File: src/rtl/dm_pkg.sv
// Shared definitions for the data-memory access controller: access/exception codes,
// FSM state encoding and the byte-lane helper functions.
package dm_pkg;

  localparam logic [2:0] DMT_W  = 3'd0;
  localparam logic [2:0] DMT_H  = 3'd1;
  localparam logic [2:0] DMT_HU = 3'd2;
  localparam logic [2:0] DMT_B  = 3'd3;
  localparam logic [2:0] DMT_BU = 3'd4;

  localparam logic [1:0] EXC_NONE    = 2'd0;
  localparam logic [1:0] EXC_ALIGN   = 2'd1;
  localparam logic [1:0] EXC_TIMEOUT = 2'd2;
  localparam logic [1:0] EXC_BADTYPE = 2'd3;

  typedef enum logic [1:0] {
    StIdle   = 2'd0,
    StAccess = 2'd1,
    StResp   = 2'd2
  } dm_state_e;

  function automatic logic type_legal(input logic [2:0] typ);
    return typ <= DMT_BU;
  endfunction

  function automatic logic misaligned(input logic [2:0] typ, input logic [1:0] a);
    logic mis;
    case (typ)
      DMT_W:          mis = (a != 2'b00);
      DMT_H, DMT_HU:  mis = a[0];
      default:        mis = 1'b0;
    endcase
    return mis;
  endfunction

  function automatic logic [3:0] be_gen(input logic [2:0] typ, input logic [1:0] a);
    logic [3:0] be;
    case (typ)
      DMT_W:          be = 4'b1111;
      DMT_H, DMT_HU:  be = a[1] ? 4'b1100 : 4'b0011;
      DMT_B, DMT_BU:  be = 4'b0001 << a;
      default:        be = 4'b0000;
    endcase
    return be;
  endfunction

  function automatic logic [31:0] wdata_rep(input logic [2:0] typ, input logic [31:0] w);
    logic [31:0] r;
    case (typ)
      DMT_W:          r = w;
      DMT_H, DMT_HU:  r = {2{w[15:0]}};
      DMT_B, DMT_BU:  r = {4{w[7:0]}};
      default:        r = 32'h0;
    endcase
    return r;
  endfunction

  function automatic logic [31:0] ld_extract(input logic [2:0] typ, input logic [1:0] a,
                                             input logic [31:0] w);
    logic [15:0] h;
    logic [7:0]  b;
    logic [31:0] r;
    h = a[1] ? w[31:16] : w[15:0];
    case (a)
      2'd0:    b = w[7:0];
      2'd1:    b = w[15:8];
      2'd2:    b = w[23:16];
      default: b = w[31:24];
    endcase
    case (typ)
      DMT_W:   r = w;
      DMT_H:   r = {{16{h[15]}}, h};
      DMT_HU:  r = {16'h0, h};
      DMT_B:   r = {{24{b[7]}}, b};
      DMT_BU:  r = {24'h0, b};
      default: r = 32'h0;
    endcase
    return r;
  endfunction

endpackage

File: src/rtl/dm_lane_unit.sv
// Combinational byte-lane logic: byte enables, store-data replication and load extraction.
module dm_lane_unit
  import dm_pkg::*;
(
  input  logic [2:0]  typ_i,
  input  logic [1:0]  addr_lo_i,
  input  logic [31:0] wdata_i,
  input  logic [31:0] rword_i,
  output logic [3:0]  be_o,
  output logic [31:0] wrep_o,
  output logic [31:0] rext_o
);

  always_comb begin
    be_o   = be_gen(typ_i, addr_lo_i);
    wrep_o = wdata_rep(typ_i, wdata_i);
    rext_o = ld_extract(typ_i, addr_lo_i, rword_i);
  end

endmodule

File: src/rtl/dm_access_ctrl.sv
// Load/store access controller in front of the data memory (IDLE -> ACCESS -> RESP).
// Optional store trace printing is compiled in when DM_TRACE_EN is defined.
module dm_access_ctrl
  import dm_pkg::*;
#(
  parameter int unsigned TIMEOUT = 16,
  parameter int unsigned ADDR_W  = 32
) (
  input  logic              clk,
  input  logic              reset,
  input  logic              req_valid,
  output logic              req_ready,
  input  logic              req_we,
  input  logic [2:0]        req_type,
  input  logic [ADDR_W-1:0] req_addr,
  input  logic [31:0]       req_wdata,
  input  logic [31:0]       req_pc,
  output logic              resp_valid,
  input  logic              resp_ready,
  output logic [31:0]       resp_rdata,
  output logic [1:0]        resp_exc,
  output logic              mem_en,
  output logic              mem_we,
  output logic [3:0]        mem_be,
  output logic [ADDR_W-1:0] mem_addr,
  output logic [31:0]       mem_wdata,
  input  logic [31:0]       mem_rdata,
  input  logic              mem_ack
);

  localparam logic [7:0] TimeoutCnt = 8'(TIMEOUT);

  dm_state_e         state_q, state_d;
  logic              we_q;
  logic [2:0]        typ_q;
  logic [ADDR_W-1:0] addr_q;
  logic [31:0]       wdata_q;
  logic [7:0]        cnt_q, cnt_d;
  logic [31:0]       rdata_q, rdata_d;
  logic [1:0]        exc_q, exc_d;
  logic              capture;

  logic [3:0]  be;
  logic [31:0] wrep;
  logic [31:0] rext;

  dm_lane_unit u_lane (
    .typ_i     (typ_q),
    .addr_lo_i (addr_q[1:0]),
    .wdata_i   (wdata_q),
    .rword_i   (mem_rdata),
    .be_o      (be),
    .wrep_o    (wrep),
    .rext_o    (rext)
  );

  assign capture = (state_q == StIdle) && req_valid;

  always_comb begin
    state_d = state_q;
    cnt_d   = cnt_q;
    rdata_d = rdata_q;
    exc_d   = exc_q;
    unique case (state_q)
      StIdle: begin
        if (req_valid) begin
          cnt_d   = 8'd0;
          rdata_d = 32'h0;
          if (!type_legal(req_type)) begin
            exc_d   = EXC_BADTYPE;
            state_d = StResp;
          end else if (misaligned(req_type, req_addr[1:0])) begin
            exc_d   = EXC_ALIGN;
            state_d = StResp;
          end else begin
            exc_d   = EXC_NONE;
            state_d = StAccess;
          end
        end
      end
      StAccess: begin
        cnt_d = cnt_q + 8'd1;
        // An ack in the final allowed cycle still wins over the timeout.
        if (mem_ack) begin
          rdata_d = we_q ? 32'h0 : rext;
          exc_d   = EXC_NONE;
          state_d = StResp;
        end else if (cnt_d == TimeoutCnt) begin
          rdata_d = 32'h0;
          exc_d   = EXC_TIMEOUT;
          state_d = StResp;
        end
      end
      StResp: begin
        if (resp_ready) state_d = StIdle;
      end
      default: state_d = StIdle;
    endcase
  end

  always_ff @(posedge clk or negedge reset) begin
    if (!reset) begin
      state_q <= StIdle;
      cnt_q   <= 8'd0;
      rdata_q <= 32'h0;
      exc_q   <= EXC_NONE;
      we_q    <= 1'b0;
      typ_q   <= DMT_W;
      addr_q  <= '0;
      wdata_q <= 32'h0;
    end else begin
      state_q <= state_d;
      cnt_q   <= cnt_d;
      rdata_q <= rdata_d;
      exc_q   <= exc_d;
      if (capture) begin
        we_q    <= req_we;
        typ_q   <= req_type;
        addr_q  <= req_addr;
        wdata_q <= req_wdata;
      end
    end
  end

  // Memory and response outputs are forced to zero outside the states that own them.
  always_comb begin
    req_ready  = (state_q == StIdle);
    mem_en     = (state_q == StAccess);
    mem_we     = mem_en & we_q;
    mem_be     = mem_en ? be : 4'b0000;
    mem_addr   = mem_en ? {addr_q[ADDR_W-1:2], 2'b00} : '0;
    mem_wdata  = (mem_en && we_q) ? wrep : 32'h0;
    resp_valid = (state_q == StResp);
    resp_rdata = resp_valid ? rdata_q : 32'h0;
    resp_exc   = resp_valid ? exc_q : EXC_NONE;
  end

`ifdef DM_TRACE_EN
  logic [31:0] pc_q;

  always_ff @(posedge clk or negedge reset) begin
    if (!reset) begin
      pc_q <= 32'h0;
    end else if (capture) begin
      pc_q <= req_pc;
    end
  end

  always_ff @(posedge clk) begin
    if (state_q == StAccess && mem_ack && we_q) begin
      $display("@%08h: *%08h <= %08h", pc_q, addr_q,
               wrep & {{8{be[3]}}, {8{be[2]}}, {8{be[1]}}, {8{be[0]}}});
    end
  end
`else
  logic unused_pc;
  assign unused_pc = ^req_pc;
`endif

endmodule

File: config.mk
export PLATFORM = sky130hd
export DESIGN_NAME = dm_access_ctrl
export DESIGN_NICKNAME = d
export VERILOG_FILES = /design/src/rtl/dm_pkg.sv /design/src/rtl/dm_lane_unit.sv /design/src/rtl/dm_access_ctrl.sv
export SDC_FILE = /design/constraint.sdc
export NUM_CORES = 1
export LEC_CHECK = 0
export BUFFER_PORTS_ARGS = -buffer_cell sky130_fd_sc_hd__buf_2
export CAP_MARGIN = 20
export CORE_MARGIN = 2
export CORE_UTILIZATION = 50
export CTS_CLUSTER_DIAMETER = 100
export DETAILED_ROUTE_END_ITERATION = 12
export PLACE_DENSITY_LB_ADDON = 0.15
export SLEW_MARGIN = 0
export SYNTH_ARGS = -nofsm -noshare
export SYNTH_HDL_FRONTEND = slang
export SYNTH_SLANG_ARGS = --single-unit
File: constraint.sdc
create_clock -name clk -period 3.1 [get_ports clk]
set_input_delay 0.465 -clock clk [delete_from_list [all_inputs] [get_ports clk]]
set_output_delay 0.465 -clock clk [all_outputs]
set_load 0.02 [all_outputs]
==> flow_metrics.py <==
metrics = {
    "clock_network": {
        "cts_hold_buf": 0,
        "cts_resized": 0,
        "cts.sinks": 112,
        "cts_tree": "done",
        "cts-root-buf": "clkbuf_16",
        "insertion_delay_ps": 360,
        "clock_path_buffers": 2,
        "numCtsBuffers": 9,
        "cts_setup_buffers": 0,
        "clk_pin_slew_worst_paths_ps": 70,
        "cts_max_level": 3,
    },
    "sta": {
        "min_period_over_period_pct": 92.15,
        "fin_worst_skew_ps": 12.99,
        "fmax_ghz": 0.3501,
        "fin_crit_ps": 2857,
        "hold_viol": 0,
        "holdWs_ps": 222.3,
        "slew_headroom_pct": 34.20,
        "tns_ps": 0,
        "setup_violations": 0,
        "rsz0062_at_grt": "no",
        "drv_slew": 0,
        "tightest_slew_ps": 986.9,
    },
    "placed_design": {
        "placedCellCount": 980,
        "dpl_cell_area_sq_um": 7470,
        "place_congestion": 0.8910,
        "dp_hpwl_microns": 12130,
        "portBuffers": 208,
    },
    "routing": {
        "drt-pass1-iter-count": 5,
        "wl_per_cell_microns": 16.64,
        "vias": 5585,
        "drt_iter0_markers": 434,
        "viasPerCell": 5.591,
        "antenna_left": 0,
        "drcViolationCount": 0,
        "totalWireLength_microns": 16620,
    },
    "critical_path": {
        "crit_path_end_kind": "output port",
        "crit_type": "register to output port",
        "rr_worst_depth": 6,
        "critical_path.max_fanout": 33,
        "cp.arrival_ps": 2390,
        "worst_r2r_endpoint": "rdata_q[4]$_DFFE_PN0P_",
        "reg2reg_from": "typ_q[0]$_DFFE_PN0P_",
        "rrSetupSlack_ps": 660,
        "cp-start-kind": "register",
        "crit_required_ps": 2630,
    },
    "finish": {
        "fin_nets": 962,
        "fin_cells": 999,
        "drive_gt1_share_pct": 37.73,
        "area_growth_pct": 24.16,
        "finalInstanceArea_sq_um": 7766,
    },
    "pwr": {
        "leakagePower_nw": 3.872,
        "peakVddDrop_v": 0.0005948,
        "power_per_cell_area_nw_per_um2": 884.4,
    },
    "logic_synthesis": {
        "synth_seq_cells": 112,
        "yosys-top-cells-count": "112 x dfrtp_1, 74 x and2_1, 66 x mux2_2",
        "ys.flop_type": "dfrtp_1",
        "synth.distinct_cells": 51,
        "yosysWarnings": 0,
        "yosysTopAreaCell": "dfrtp_1",
        "synth-async-reset-ratio_pct": 100.0,
        "postSynthAreaPerCell_sq_um": 9.866,
        "synth_top_area_share_pct": 44.81,
        "synth_cells": 634,
        "synth_area_leaders": "dfrtp_1 45%, mux2_2 12%, and2_1 7.4%, a21oi_1 5.1%, a221o_1 3.8%",
        "yosysMostFrequentCell": "dfrtp_1",
        "synth-seq-area-share_pct": 44.81,
        "synth_edf_count": 0,
        "syn_area_sq_um": 6255,
    },
    "grt": {
        "grt_pass1_wl_microns": 26230,
        "track_usage_pct": 24.85,
        "grt_overflow_total": 0,
        "grt_max_degree": 76,
        "antenna_found_initial": 2,
        "first_global_vias": 5284,
    },
    "job": {
        "timing.max_cap.violations": 0,
    },
    "run_status": {
        "status": "finished, final reports clean",
    },
    "floorplan": {
        "pin_count": 243,
        "core-area_sq_um": 12110,
        "fp.dieH_microns": 115.8,
        "start_util_pct": 51.64,
        "dieArea_sq_um": 13420,
        "die_x_microns": 115.8,
        "rows": 40,
    },
    "min_path": {
        "hp-class": "input port to async pin",
    },
}
[registers in the layout, indices dropped and copies added, names as in the netlist]
register and count:
wdata_q 32, exc_q 2, we_q 1, addr_q 32, state_q 2, rdata_q 32
typ_q 3, cnt_q 8
[kinds of logic after synthesis]
kind of cell	Yosys count	share of synthesized area (%)
XOR/XNOR	2	0.2801
buffers and inverters	64	4.381
other	1	0.05995
flip-flops	112	44.81
AO/OA/AOI/OAI	177	19.82
multiplexers	76	13.48
adder cells (fa/ha/maj)	2	0.4000
AND/OR/NAND/NOR	200	16.76
[metrics by stage]
step | setup slack (ps) | total power, mW | util (%)
final | 243.4 | 6.869 | 64.12
after global routing | 128.7 | 7.363 | 64.04
after CTS | 292.2 | 6.893 | 64.04
after detailed placement | 672.4 | 5.714 | 61.67
after global placement | 681.9 | 5.596 | 61.67
after floorplan | 824.5 | 4.821 | -
[worst max-delay path by stage]
| stage | from | to | cells past startpoint |
|---|---|---|---|
| finish | typ_q[0]$_DFFE_PN0P_ | mem_wdata[15] | 6 |
| CTS | typ_q[0]$_DFFE_PN0P_ | mem_wdata[15] | 6 |
| global route | typ_q[0]$_DFFE_PN0P_ | mem_wdata[12] | 6 |
| global placement | typ_q[0]$_DFFE_PN0P_ | rdata_q[6]$_DFFE_PN0P_ | 6 |
| detailed placement | typ_q[0]$_DFFE_PN0P_ | rdata_q[4]$_DFFE_PN0P_ | 6 |
| floorplan | cnt_q[0]$_DFFE_PN0P_ | rdata_q[16]$_DFFE_PN0P_ | 8 |
[critical path, cell delays in order, from the launching register on]
cell and delay (ps):
dfrtp_1 550, buf_12 260, nor2_1 500, a22oi_1 130
o22a_1 240, nor2_1 160, buf_2 200
[layout by cell type, fill, tap and decap left out, drive strengths merged, types with 10 or more instances in the layout]
cell,n
nor2,40
nand2,47
a211oi,17
nor2b,17
mux2i,10
o21ai,17
inv,17
mux2,66
and2,74
a21o,10
buf,225
a21oi,64
a221o,24
clkbuf,11
dfrtp,112
[report_power, final]
group          total (mW)  internal (mW)  switching, mW
clock network        1.15          0.626          0.528
logic                3.12           1.43           1.69
registers            2.60           2.02          0.575
total                6.87           4.07           2.79
[layout make-up]
| class | count | area (sq um) |
|---|---|---|
| inverters | 16 | 60.06 |
| clock inverters | 4 | 53.80 |
| fillers | 1066 | 4345 |
| repair buffers | 225 | 1209 |
| flip-flops and latches | 112 | 2803 |
| clock buffers | 11 | 232.7 |
| well taps | 168 | 210.2 |
| multi-input cells | 459 | 3188 |
| diodes | 4 | 10.01 |
[layer usage]
layer | track usage (%) | vias to the layer above | wire [microns]
li1 | - | 2640 | -
met4 | 9.762 | 0 | 334
met5 | 0 | - | 0
met3 | 6.538 | 30 | 1307
met1 | 33.03 | 2684 | 7061
met2 | 39.06 | 231 | 7919
Note: power is estimated with default switching activity, not from simulation.
